File: src/rtl/csa_stream_accumulator.sv
// Packet accumulator: the running total is kept in carry-save form (S, C) and
// resolved with a single carry-propagate add after the packet's last operand.
module csa_stream_accumulator #(
    parameter int N      = 32,
    parameter int G      = 4,
    parameter int SIGNED = 1,
    parameter int CW     = 16
) (
    input  logic             clk,
    input  logic             rst_n,
    input  logic             clr,
    input  logic             in_valid,
    output logic             in_ready,
    input  logic [N-1:0]     in1,
    input  logic             in_last,
    output logic             out_valid,
    input  logic             out_ready,
    output logic [N+G-1:0]   sum,
    output logic [CW-1:0]    count,
    output logic             of,
    output logic [1:0]       state_o
);

    localparam int ACC_W = N + G;

    localparam logic [1:0] ST_ACC     = 2'd0;
    localparam logic [1:0] ST_RESOLVE = 2'd1;
    localparam logic [1:0] ST_DONE    = 2'd2;

    // Count value whose acceptance of one more operand exceeds the guard range.
    localparam logic [CW-1:0] GUARD_CNT = CW'(2 ** G);

    logic [1:0]       state_q, state_d;
    logic [ACC_W-1:0] s_q, s_d;
    logic [ACC_W-1:0] c_q, c_d;
    logic [ACC_W-1:0] sum_q, sum_d;
    logic [CW-1:0]    count_q, count_d;
    logic             of_q, of_d;

    logic [ACC_W-1:0] x;
    logic [ACC_W-1:0] maj;

    generate
        if (SIGNED != 0) begin : g_sext
            assign x = {{G{in1[N-1]}}, in1};
        end else begin : g_zext
            assign x = {{G{1'b0}}, in1};
        end
    endgenerate

    assign maj = (s_q & c_q) | (s_q & x) | (c_q & x);

    // Handshakes: a transfer happens on a rising edge where valid and ready are
    // both high; ready never depends on valid, and both are decoded from state_q.
    assign in_ready  = (state_q == ST_ACC);
    assign out_valid = (state_q == ST_DONE);
    assign sum       = sum_q;
    assign count     = count_q;
    assign of        = of_q;
    assign state_o   = state_q;

    always_comb begin
        state_d = state_q;
        s_d     = s_q;
        c_d     = c_q;
        sum_d   = sum_q;
        count_d = count_q;
        of_d    = of_q;
        if (clr) begin
            state_d = ST_ACC;
            s_d     = '0;
            c_d     = '0;
            count_d = '0;
            of_d    = 1'b0;
        end else begin
            case (state_q)
                ST_ACC: begin
                    if (in_valid) begin
                        s_d = s_q ^ c_q ^ x;
                        c_d = {maj[ACC_W-2:0], 1'b0};
                        if (count_q != '1) begin
                            count_d = count_q + CW'(1);
                        end
                        of_d = of_q | (count_q == GUARD_CNT);
                        if (in_last) begin
                            state_d = ST_RESOLVE;
                        end
                    end
                end
                ST_RESOLVE: begin
                    sum_d   = s_q + c_q;
                    s_d     = '0;
                    c_d     = '0;
                    state_d = ST_DONE;
                end
                ST_DONE: begin
                    if (out_ready) begin
                        state_d = ST_ACC;
                        count_d = '0;
                        of_d    = 1'b0;
                    end
                end
                default: state_d = ST_ACC;
            endcase
        end
    end

    always_ff @(posedge clk or negedge rst_n) begin
        if (!rst_n) begin
            state_q <= ST_ACC;
            s_q     <= '0;
            c_q     <= '0;
            sum_q   <= '0;
            count_q <= '0;
            of_q    <= 1'b0;
        end else begin
            state_q <= state_d;
            s_q     <= s_d;
            c_q     <= c_d;
            sum_q   <= sum_d;
            count_q <= count_d;
            of_q    <= of_d;
        end
    end

endmodule

File: config.mk
export PLATFORM = sky130hd
export DESIGN_NAME = csa_stream_accumulator
export DESIGN_NICKNAME = d
export VERILOG_FILES = /design/src/rtl/csa_stream_accumulator.sv
export SDC_FILE = /design/constraint.sdc
export NUM_CORES = 1
export LEC_CHECK = 0
export ABC_CLOCK_PERIOD_IN_PS = 5000
export BUFFER_PORTS_ARGS = -buffer_cell sky130_fd_sc_hd__buf_2
export CORE_ASPECT_RATIO = 2
export CORE_UTILIZATION = 45
export DETAILED_ROUTE_END_ITERATION = 6
export PLACE_DENSITY = 0.69
export SYNTH_ARGS = -nofsm -noshare
export SYNTH_HDL_FRONTEND = slang
export SYNTH_SLANG_ARGS = --single-unit
File: constraint.sdc
create_clock -name clk -period 5 [get_ports clk]
set_clock_uncertainty 0.2 [all_clocks]
set_input_delay 0.5 -clock clk [delete_from_list [all_inputs] [get_ports clk]]
set_output_delay 0.5 -clock clk [all_outputs]
set_load 0.02 [all_outputs]
==> results of run 1 <==
final cells by class:
cell class                      count  share of cell area
Multi-Input combinational cell    687               0.487
Inverter                           15             0.00634
Clock buffer                       19              0.0499
Sequential cell                   126               0.355
Clock inverter                     11              0.0135
Tap cell                          207              0.0292
Timing Repair Buffer              100              0.0586
worst register-to-register path, stage by stage (launching register included):
cell and delay [ns]:
dfrtp_1 0.42, ha_1 0.40, a21oi_1 0.24, o21ai_1 0.12, a2111oi_0 0.62, o21ai_0 0.32
a31oi_1 0.26, xor2_1 0.16, o21ai_0 0.09
registers in the layout, indices dropped and copies added (netlist names):
name and cells:
c_q 35, count 16, of 1, s_q 36, state_o 2, sum 36
cells in the mapped netlist, types with 3 or more instances:
cell	n	area share
inv_1	15	0.0073
a21o_1	14	0.014
xor2_1	13	0.015
and2_1	4	0.0032
nor2b_1	3	0.0024
o21ai_1	3	0.0019
o21bai_1	6	0.0058
a21oi_1	48	0.031
or2_2	3	0.0024
clkbuf_1	30	0.015
nand2b_1	3	0.0024
and3_1	9	0.0073
dfrtp_1	126	0.41
nand3_1	12	0.0077
o31ai_1	6	0.0058
nor4b_1	3	0.0034
ha_1	37	0.060
o21ai_0	147	0.095
nor3_1	3	0.0019
and4_1	5	0.0057
buf_2	6	0.0039
nor2_1	35	0.017
xnor2_1	20	0.023
a31oi_1	5	0.0040
nand4_1	14	0.011
buf_4	5	0.0048
fa_1	35	0.090
buf_6	3	0.0044
a21oi_2	4	0.0045
nand2_1	228	0.11
worst min-delay path by stage:
| stage | start | to | slack, ns |
|---|---|---|---|
| CTS | in_last | state_o[0]$_DFFE_PN0P_ | 0.06 |
| detailed placement | sum[0]$_DFFE_PN0P_ | sum[0]$_DFFE_PN0P_ | 0.26 |
| global route | in_last | state_o[0]$_DFFE_PN0P_ | 0.07 |
| global placement | sum[21]$_DFFE_PN0P_ | sum[21]$_DFFE_PN0P_ | 0.26 |
| finish | in_last | state_o[0]$_DFFE_PN0P_ | 0.08 |
| floorplan | rst_n | c_q[10]$_DFFE_PN0P_ | 0.004 |
placed cells by master, fill, tap and decap left out, types with 5 or more instances in the layout:
| cell | netlist | final |
|---|---|---|
| nor2_1 | 35 | 34 |
| dfrtp_1 | 126 | 126 |
| o21bai_1 | 6 | 6 |
| a21o_1 | 14 | 14 |
| and3_1 | 9 | 9 |
| nand3_1 | 12 | 12 |
| o31ai_1 | 6 | 6 |
| buf_2 | 6 | 93 |
| clkbuf_16 | 0 | 17 |
| buf_4 | 5 | 6 |
| xnor2_1 | 20 | 20 |
| fa_1 | 35 | 35 |
| ha_1 | 37 | 37 |
| a31oi_1 | 5 | 5 |
| nand2_1 | 228 | 228 |
| o21ai_0 | 147 | 147 |
| a21oi_1 | 48 | 48 |
| nand4_1 | 14 | 14 |
| xor2_1 | 13 | 13 |
| inv_1 | 15 | 15 |
| and4_1 | 5 | 5 |
| clkinvlp_4 | 0 | 6 |
per-layer routing:
metal  wire length, microns  track usage  part of all wire  vias up
li1                       -            -                 -     3148
met1                   7190        0.246              0.38     3056
met2                  10400        0.415              0.55      150
met3                    697       0.0499             0.037       46
met4                    645       0.0979             0.034        0
met5                      0            0                 0        -
per-stage QoR:
step | power [mW] | setup WS [ns] | utilization | hold slack [ns] | instances
2_1_floorplan | 1.98 | 2.59 | - | 0.00441 | 874
3_5_place_dp | 2.29 | 2.12 | 0.495 | 0.257 | 1134
6_report | 3.46 | 2.03 | 0.529 | 0.0778 | 1165
5_1_grt | 3.67 | 1.92 | 0.529 | 0.0677 | 1165
3_3_place_gp | 2.26 | 2.14 | 0.495 | 0.255 | 1134
4_1_cts | 3.50 | 2.10 | 0.529 | 0.0610 | 1165
cells by family (layout without fill, tap and decap cells):
group                    count (synthesis)  count (layout)  synth area share
adder cells (fa/ha/maj)                 72              72             0.150
flip-flops                             126             126             0.407
AO/OA/AOI/OAI                          253             253             0.187
AND/OR/NAND/NOR                        328             328             0.181
XOR/XNOR                                33              33            0.0373
buffers and inverters                   61             145            0.0371
multiplexers                             1               1           0.00129
power by group through the flow:
stage                     logic [mW]  clock network (mW)  registers [mW]
after floorplan                0.520                   0            1.46
final                          0.909                1.20            1.36
after detailed placement       0.914                   0            1.37
after CTS                      0.919                1.22            1.36
after global placement         0.893                   0            1.37
after global routing            1.03                1.27            1.38
timing repair:
item,4_1_cts,5_1_grt
endpoints found under the setup margin,0,0
hold buffers,1,0
gates resized for setup,0,0
buffers inserted,0,0
hold endpoints to repair,55,0
==> impl_metrics.yaml, run 1 <==
power:
  p_int_mw: 2.27
  swShare: 0.345
  p_per_area_nw_per_um2: 390
  irDropWorstVdd_mv: 0.243
  p_leak_nw: 4.24
  power.share.combinational: 0.263
  clkPwrFrac: 0.345
  seq_power_share: 0.392
  netSwitchingPower_mw: 1.19
synth:
  synth_warnings: 0
  synth_cells: 874
  synth_edf_count: 0
  async_flop_share: 1.00
  syn_avg_cell_area_sq_um: 8.87
  synth.cell_area_sq_um: 7750
  syn_nets: 984
  seq_area_frac_synth: 0.407
  synthFlopType: "dfrtp_1"
  ys_types: 55
  ys_seq_elements: 126
timing:
  max_freq_mhz: 337
  tightest_slew_ns: 1.04
  setup_viol: 0
  hold_viol_final: 0
  rsz0062_at_grt: "false"
  setup_tns_ns: 0
  slew_violations: 0
  fin_crit_sh: 0.594
  finalCriticalPeriod_ns: 2.97
  relSlewSlack: 0.303
route:
  vias: 6400
  vias_per_cell: 5.49
  wl_per_cell_microns: 16.2
  dr.first_iter.drc_count: 289
  firstDrtPassIters: 4
  wirelength_mm: 18.9
  ant_nets: 0
  drcViolationCount: 0
worst_setup_path:
  cp_data_required_time_ns: 5.08
  cp_cell_sequence: "ha_1 > a21oi_1 > o21ai_1 > a2111oi_0 > o21ai_0 > a31oi_1 > xor2_1 > o21ai_0"
  critPathCaptureType: "register"
  cp_num_buf_inv: 0
  reg2reg_to: "sum[23]$_DFFE_PN0P_"
  cp_common_cell: "o21ai_0"
  path_depth: 8
  endpoint: "sum[23]$_DFFE_PN0P_"
  worst-path-max-fanout: 6
  crit_path_max_incr_delay_ns: 0.62
  crit_start: "s_q[10]$_DFFE_PN0P_"
  cp_top_family: "compound AO/OA/AOI/OAI gates"
  critPathKind: "reg2reg"
  r2r_slack_ns: 2.03
  rr_startpoint: "s_q[10]$_DFFE_PN0P_"
  critPathSlowestCell: "a2111oi_0"
  reg2reg_depth: 8
  cp-start-kind: "register"
  cp.arrival_ns: 3.05
grt:
  grt_pass1_wl_mm: 31.5
  grt_max_degree: 117
  track_usage: 0.228
  grt_antenna_before_repair: 0
  grt-ovfl-total: 0
  grt_pass1_vias: 6436
die:
  dieHeight_microns: 188
  core_area_sq_um: 16800
  num_rows: 67
  die-width_microns: 94.8
  pin_count: 95
  start_util: 0.462
  dieArea_sq_um: 17800
placement:
  port_buffers: 94
  dp_hpwl_mm: 14.0
  dpl_cell_area_sq_um: 8300
  gp_congestion: 0.938
cells_and_area:
  n_antenna_cell: 0
  multi_input_area_sq_um: 4320
  fill_cells: 1572
  stdcell_area_sq_um: 8880
  syn2layout_area_growth_pct: 14.5
  seqCellArea_sq_um: 3150
  drive_above_1_share: 0.152
  num-nets-final: 1057
clocking:
  htree_levels: 4
  cts_tree: "done"
  cts_sinks: 126
  clk_pin_slew_ns: 0.06
  cts-buffers-inserted: 17
  root_buffer: "clkbuf_16"
  ctsLongestPathBuffers: 2
  clkLatencyLatePin_ns: 0.42
run:
  drv_cap: 0
hold_path:
  hold_path.class: "in2reg"
  holdPathStages: 2
status:
  status: "finished clean"
Note: power is estimated with default switching activity, not from simulation.
==> inputs of run 2 (changes only) <==
Settings changed: ABC_CLOCK_PERIOD_IN_PS 5000 to 2500, PLACE_DENSITY 0.69 to 0.72.
Clock period 5 ns to 2.5 ns, I/O delays scaled along.
==> run 2 against run 1 <==
The run now ends with setup timing left. Global-route usage increased by 1.3 points. Setup slack got worse by 2.1 ns. Highest routed layer unchanged. Critical path depth increased by 1. Flip-flop and latch count unchanged.
==> impl_metrics.yaml, run 2 (synthesis results as in run 1) <==
cells_and_area:
  utilization: 0.599
  fin_cells: 1276
  mostFrequentLayoutCells: "nand2_1, o21ai_0, dfrtp_1"
  syn2layout_area_growth_pct: 29.6
  stdcell_area_sq_um: 10000
  n_antenna_cell: 0
  num-nets-final: 1167
  layout_commonest_cell: "nand2_1"
  drive_above_1_share: 0.264
timing:
  finalCriticalPeriod_ns: 2.54
  worst_hold_slack_ns: 0.0269
  setup_viol: 1
  setup_ws_ns: -0.0364
  fin_crit_sh: 1.01
  tightest_slew_ns: 0.557
  relSlewSlack: 0.628
  max_freq_mhz: 394
  rsz0062_at_grt: "true"
  slew_violations: 0
  setup_tns_ns: -0.0364
  hold_viol_final: 0
die:
  dieArea_sq_um: 17800
  num_rows: 67
  die-width_microns: 94.8
  start_util: 0.462
  pin_count: 95
  core_area_sq_um: 16800
  dieHeight_microns: 188
run:
  drv_cap: 0
power:
  p_int_mw: 5.09
  p_per_area_nw_per_um2: 765
  finalPower_mw: 7.68
  irDropWorstVdd_mv: 0.432
  clkPwrFrac: 0.346
  p_leak_nw: 4.86
  netSwitchingPower_mw: 2.58
  swShare: 0.337
  power.share.combinational: 0.304
  seq_power_share: 0.350
clocking:
  htree_levels: 4
  root_buffer: "clkbuf_16"
  clk_pin_slew_ns: 0.06
  cts_tree: "done"
  cts_sinks: 126
  clkLatencyLatePin_ns: 0.43
  cts-buffers-inserted: 17
  ctsLongestPathBuffers: 2
worst_setup_path:
  cp_cell_sequence: "ha_4 > nand4_1 > a21oi_4 > o211ai_2 > a21oi_2 > a41oi_2 > o41ai_2 > xnor2_1 > o21ai_1"
  crit_start: "c_q[5]$_DFFE_PN0P_"
  critPathCaptureType: "register"
  worst-path-max-fanout: 4
  cp_top_family: "compound AO/OA/AOI/OAI gates"
  cp_data_required_time_ns: 2.61
  cp_num_buf_inv: 0
  path_depth: 9
  rr_startpoint: "c_q[5]$_DFFE_PN0P_"
  crit_path_max_incr_delay_ns: 0.42
  cp-start-kind: "register"
  critPathKind: "reg2reg"
  critPathSlowestCell: "dfrtp_1"
  reg2reg_depth: 9
  cp.arrival_ns: 2.64
route:
  firstDrtPassIters: 5
  vias_per_cell: 5.42
  wirelength_mm: 20.3
  drcViolationCount: 0
  dr.first_iter.drc_count: 268
  vias: 6913
  ant_nets: 0
  wl_per_cell_microns: 15.9
hold_path:
  holdPathStages: 4
  min_from: "in1[0]"
  hold_path.class: "in2reg"
placement:
  dp.cells: 1235
  dpl_cell_area_sq_um: 9110
  dp_hpwl_mm: 14.6
  port_buffers: 94
  gp_congestion: 0.894
  pre_cts_ws_ns: -0.162
grt:
  grt_max_degree: 143
  grt_antenna_before_repair: 0
  grt_pass1_vias: 7088
  grt_pass1_wl_mm: 33.4
  grt-ovfl-total: 0
  track_usage: 0.241
status:
  violations: "setup timing"
  status: "complete, but fails checks"
==> run 2: tightest hold or removal path, stage by stage <==
cell and delay [ns]:
buf_2 0.08, ha_1 0.11, nand2_1 0.04, o21ai_0 0.13
==> run 2: area by class of cell <==
| type | count | area, sq um |
|---|---|---|
| fillers | 1453 | 6720 |
| multi-input cells | 687 | 4540 |
| flip-flops and latches | 126 | 3150 |
| repair buffers | 210 | 1410 |
| clock buffers | 18 | 439 |
| well taps | 207 | 259 |
| clock inverters | 13 | 190 |
| inverters | 15 | 56.3 |
==> run 2: timing repair <==
action	4_1_cts	5_1_grt
endpoints found under the hold margin	41	0
pin swaps	13	16
endpoints found under the setup margin	17	31
resized for setup	17	33
buffers inserted	2	3
hold buffers	5	0
==> run 2: per-layer routing <==
layer / wire length (microns) / share of wire / track usage / vias up
met5: 0 / 0 / 0 / -
li1: - / - / - / 3363
met3: 751 / 0.037 / 0.0442 / 50
met1: 7550 / 0.37 / 0.252 / 3308
met4: 847 / 0.042 / 0.124 / 0
met2: 11200 / 0.55 / 0.443 / 192
==> run 2: final timing paths <==
check	end	slack, ns
max	sum[33]$_DFFE_PN0P_	-0.04
min	s_q[0]$_DFFE_PN0P_	0.03
max reg2reg	sum[33]$_DFFE_PN0P_	-0.04
min reg2reg	sum[1]$_DFFE_PN0P_	0.28
max in group asynchronous	c_q[27]$_DFFE_PN0P_	1.17
min in group asynchronous	sum[1]$_DFFE_PN0P_	0.16
==> run 2: power groups by stage <==
| stage | clock, mW | sequential [mW] | combinational (mW) |
|---|---|---|---|
| 2_1_floorplan | 0 | 2.92 | 1.04 |
| 3_3_place_gp | 0 | 2.69 | 2.16 |
| 3_5_place_dp | 0 | 2.70 | 2.22 |
| 4_1_cts | 2.69 | 2.68 | 2.29 |
| 5_1_grt | 2.77 | 2.72 | 2.59 |
| 6_report | 2.66 | 2.69 | 2.33 |
==> inputs of run 3 (changes only) <==
==> constraint.sdc (replaced) <==
create_clock -name clk -period 2.5 [get_ports clk]
set_clock_uncertainty 0.2 [all_clocks]
set_input_delay 0.5 -clock clk [delete_from_list [all_inputs] [get_ports clk]]
set_output_delay 0.5 -clock clk [all_outputs]
set_load 0.02 [all_outputs]
==> run 3 against run 2 <==
The flow still finishes with violations (setup timing). Critical path depth is 1 higher. Via count grew 2.1%. Die area unchanged. Power up 1.8%. Core utilization up 1.7 points. Critical path type unchanged. Critical endpoint unchanged.
==> impl_metrics.yaml, run 3 (synthesis results as in run 1) <==
route:
  wirelength_mm: 20.9
  vias: 7059
  drcViolationCount: 0
  wl_per_cell_microns: 16.2
  ant_nets: 0
  dr.first_iter.drc_count: 261
  vias_per_cell: 5.46
  firstDrtPassIters: 4
die:
  start_util: 0.462
  pin_count: 95
  die-width_microns: 94.8
  core_area_sq_um: 16800
  num_rows: 67
  dieHeight_microns: 188
  dieArea_sq_um: 17800
clocking:
  cts_sinks: 126
  root_buffer: "clkbuf_16"
  ctsLongestPathBuffers: 2
  clk_pin_slew_ns: 0.06
  cts_tree: "done"
  cts-buffers-inserted: 17
  clkLatencyLatePin_ns: 0.44
  htree_levels: 4
worst_setup_path:
  cp_data_required_time_ns: 2.61
  rr_startpoint: "c_q[1]$_DFFE_PN0P_"
  cp-start-kind: "register"
  critPathKind: "reg2reg"
  critPathCaptureType: "register"
  cp.arrival_ns: 2.74
  crit_start: "c_q[1]$_DFFE_PN0P_"
  worst-path-max-fanout: 4
timing:
  rsz0062_at_grt: "true"
  slew_violations: 0
  hold_viol_final: 0
  max_freq_mhz: 380
  relSlewSlack: 0.615
  setup_viol: 2
  setup_tns_ns: -0.135
  setup_ws_ns: -0.131
  tightest_slew_ns: 0.578
  finalCriticalPeriod_ns: 2.63
  fin_crit_sh: 1.05
power:
  irDropWorstVdd_mv: 0.433
  p_per_area_nw_per_um2: 757
  p_leak_nw: 4.96
placement:
  dp_hpwl_mm: 15.0
  dpl_cell_area_sq_um: 9210
  gp_congestion: 0.905
  port_buffers: 94
status:
  status: "complete, but fails checks"
  violations: "setup timing"
cells_and_area:
  stdcell_area_sq_um: 10300
  num-nets-final: 1183
  syn2layout_area_growth_pct: 33.2
  n_antenna_cell: 0
  mostFrequentLayoutCells: "nand2_1, o21ai_0, dfrtp_1"
  layout_commonest_cell: "nand2_1"
  drive_above_1_share: 0.293
hold_path:
  min_from: "in_last"
  hold_path.class: "in2reg"
run:
  drv_cap: 0
grt:
  track_usage: 0.246
  busiest_layer: "met2"
  grtUsageMet1: 0.248
  grt_max_degree: 143
  grt-ovfl-total: 0
  met2_usage: 0.458
  grt_pass1_wl_mm: 33.9
  grt_pass1_vias: 7280
  grtUsageMet3: 0.0401
  grt_antenna_before_repair: 0
-- run 3: path summary, 6_finish.rpt --
| kind | end | cells after the start | slack, ns |
|---|---|---|---|
| worst max-delay path | sum[33]$_DFFE_PN0P_ | 10 | -0.13 |
| worst min-delay path | state_o[0]$_DFFE_PN0P_ | 2 | 0.07 |
| worst max register to register | sum[33]$_DFFE_PN0P_ | 10 | -0.13 |
| worst min register to register | sum[10]$_DFFE_PN0P_ | 2 | 0.27 |
| max in group asynchronous | sum[12]$_DFFE_PN0P_ | 3 | 1.02 |
| min in group asynchronous | c_q[2]$_DFFE_PN0P_ | 2 | 0.42 |
-- run 3: repair_timing --
item	CTS	global route
endpoints found under the setup margin	15	27
resized for setup	23	53
pin swaps	11	35
hold endpoints to repair	35	0
setup buffers	3	12
gates cloned	0	0
hold buffers	1	0
-- run 3: area by class of cell --
type / count / area, sq um
clock inverter: 13 / 190
inverter: 15 / 56.3
sequential: 126 / 3150
clock buffer: 18 / 439
timing repair buffer: 226 / 1540
multi-input combinational: 687 / 4690
tap: 207 / 259
fill: 1385 / 6440
-- run 3: power by group --
group | switching [mW] | internal [mW] | leakage (nW)
sequential | 0.304 | 2.40 | 1.68
clock | 0.970 | 1.69 | 0.295
combinational | 1.37 | 1.08 | 2.98
total | 2.65 | 5.17 | 4.96
-- run 3: critical path, cell delays in order (launching register included) --
cell,delay (ns)
dfrtp_1,0.40
ha_4,0.16
fa_2,0.24
nand3_4,0.10
a21oi_4,0.23
o211ai_2,0.11
a21oi_2,0.21
a41oi_2,0.21
o41ai_2,0.39
xnor2_1,0.18
o21ai_1,0.08
-- run 3: per-stage QoR --
step	std cells	util	power, mW	hold slack, ns	worst slack [ns]
finish	1292	0.616	7.82	0.0704	-0.131
global route	1292	0.616	8.24	0.0801	-0.171
CTS	1282	0.595	7.70	0.0546	-0.0343
detailed placement	1247	0.550	4.96	0.257	-0.153
global placement	1247	0.550	4.88	0.250	-0.109
floorplan	874	-	3.96	0.00441	0.0866
-- run 3: routing by layer --
| metal | up-vias | wire length (microns) | part of all wire |
|---|---|---|---|
| met5 | - | 0 | 0 |
| met4 | 0 | 1020 | 0.049 |
| met3 | 70 | 693 | 0.033 |
| met2 | 183 | 11400 | 0.55 |
| met1 | 3419 | 7790 | 0.37 |
| li1 | 3387 | - | - |
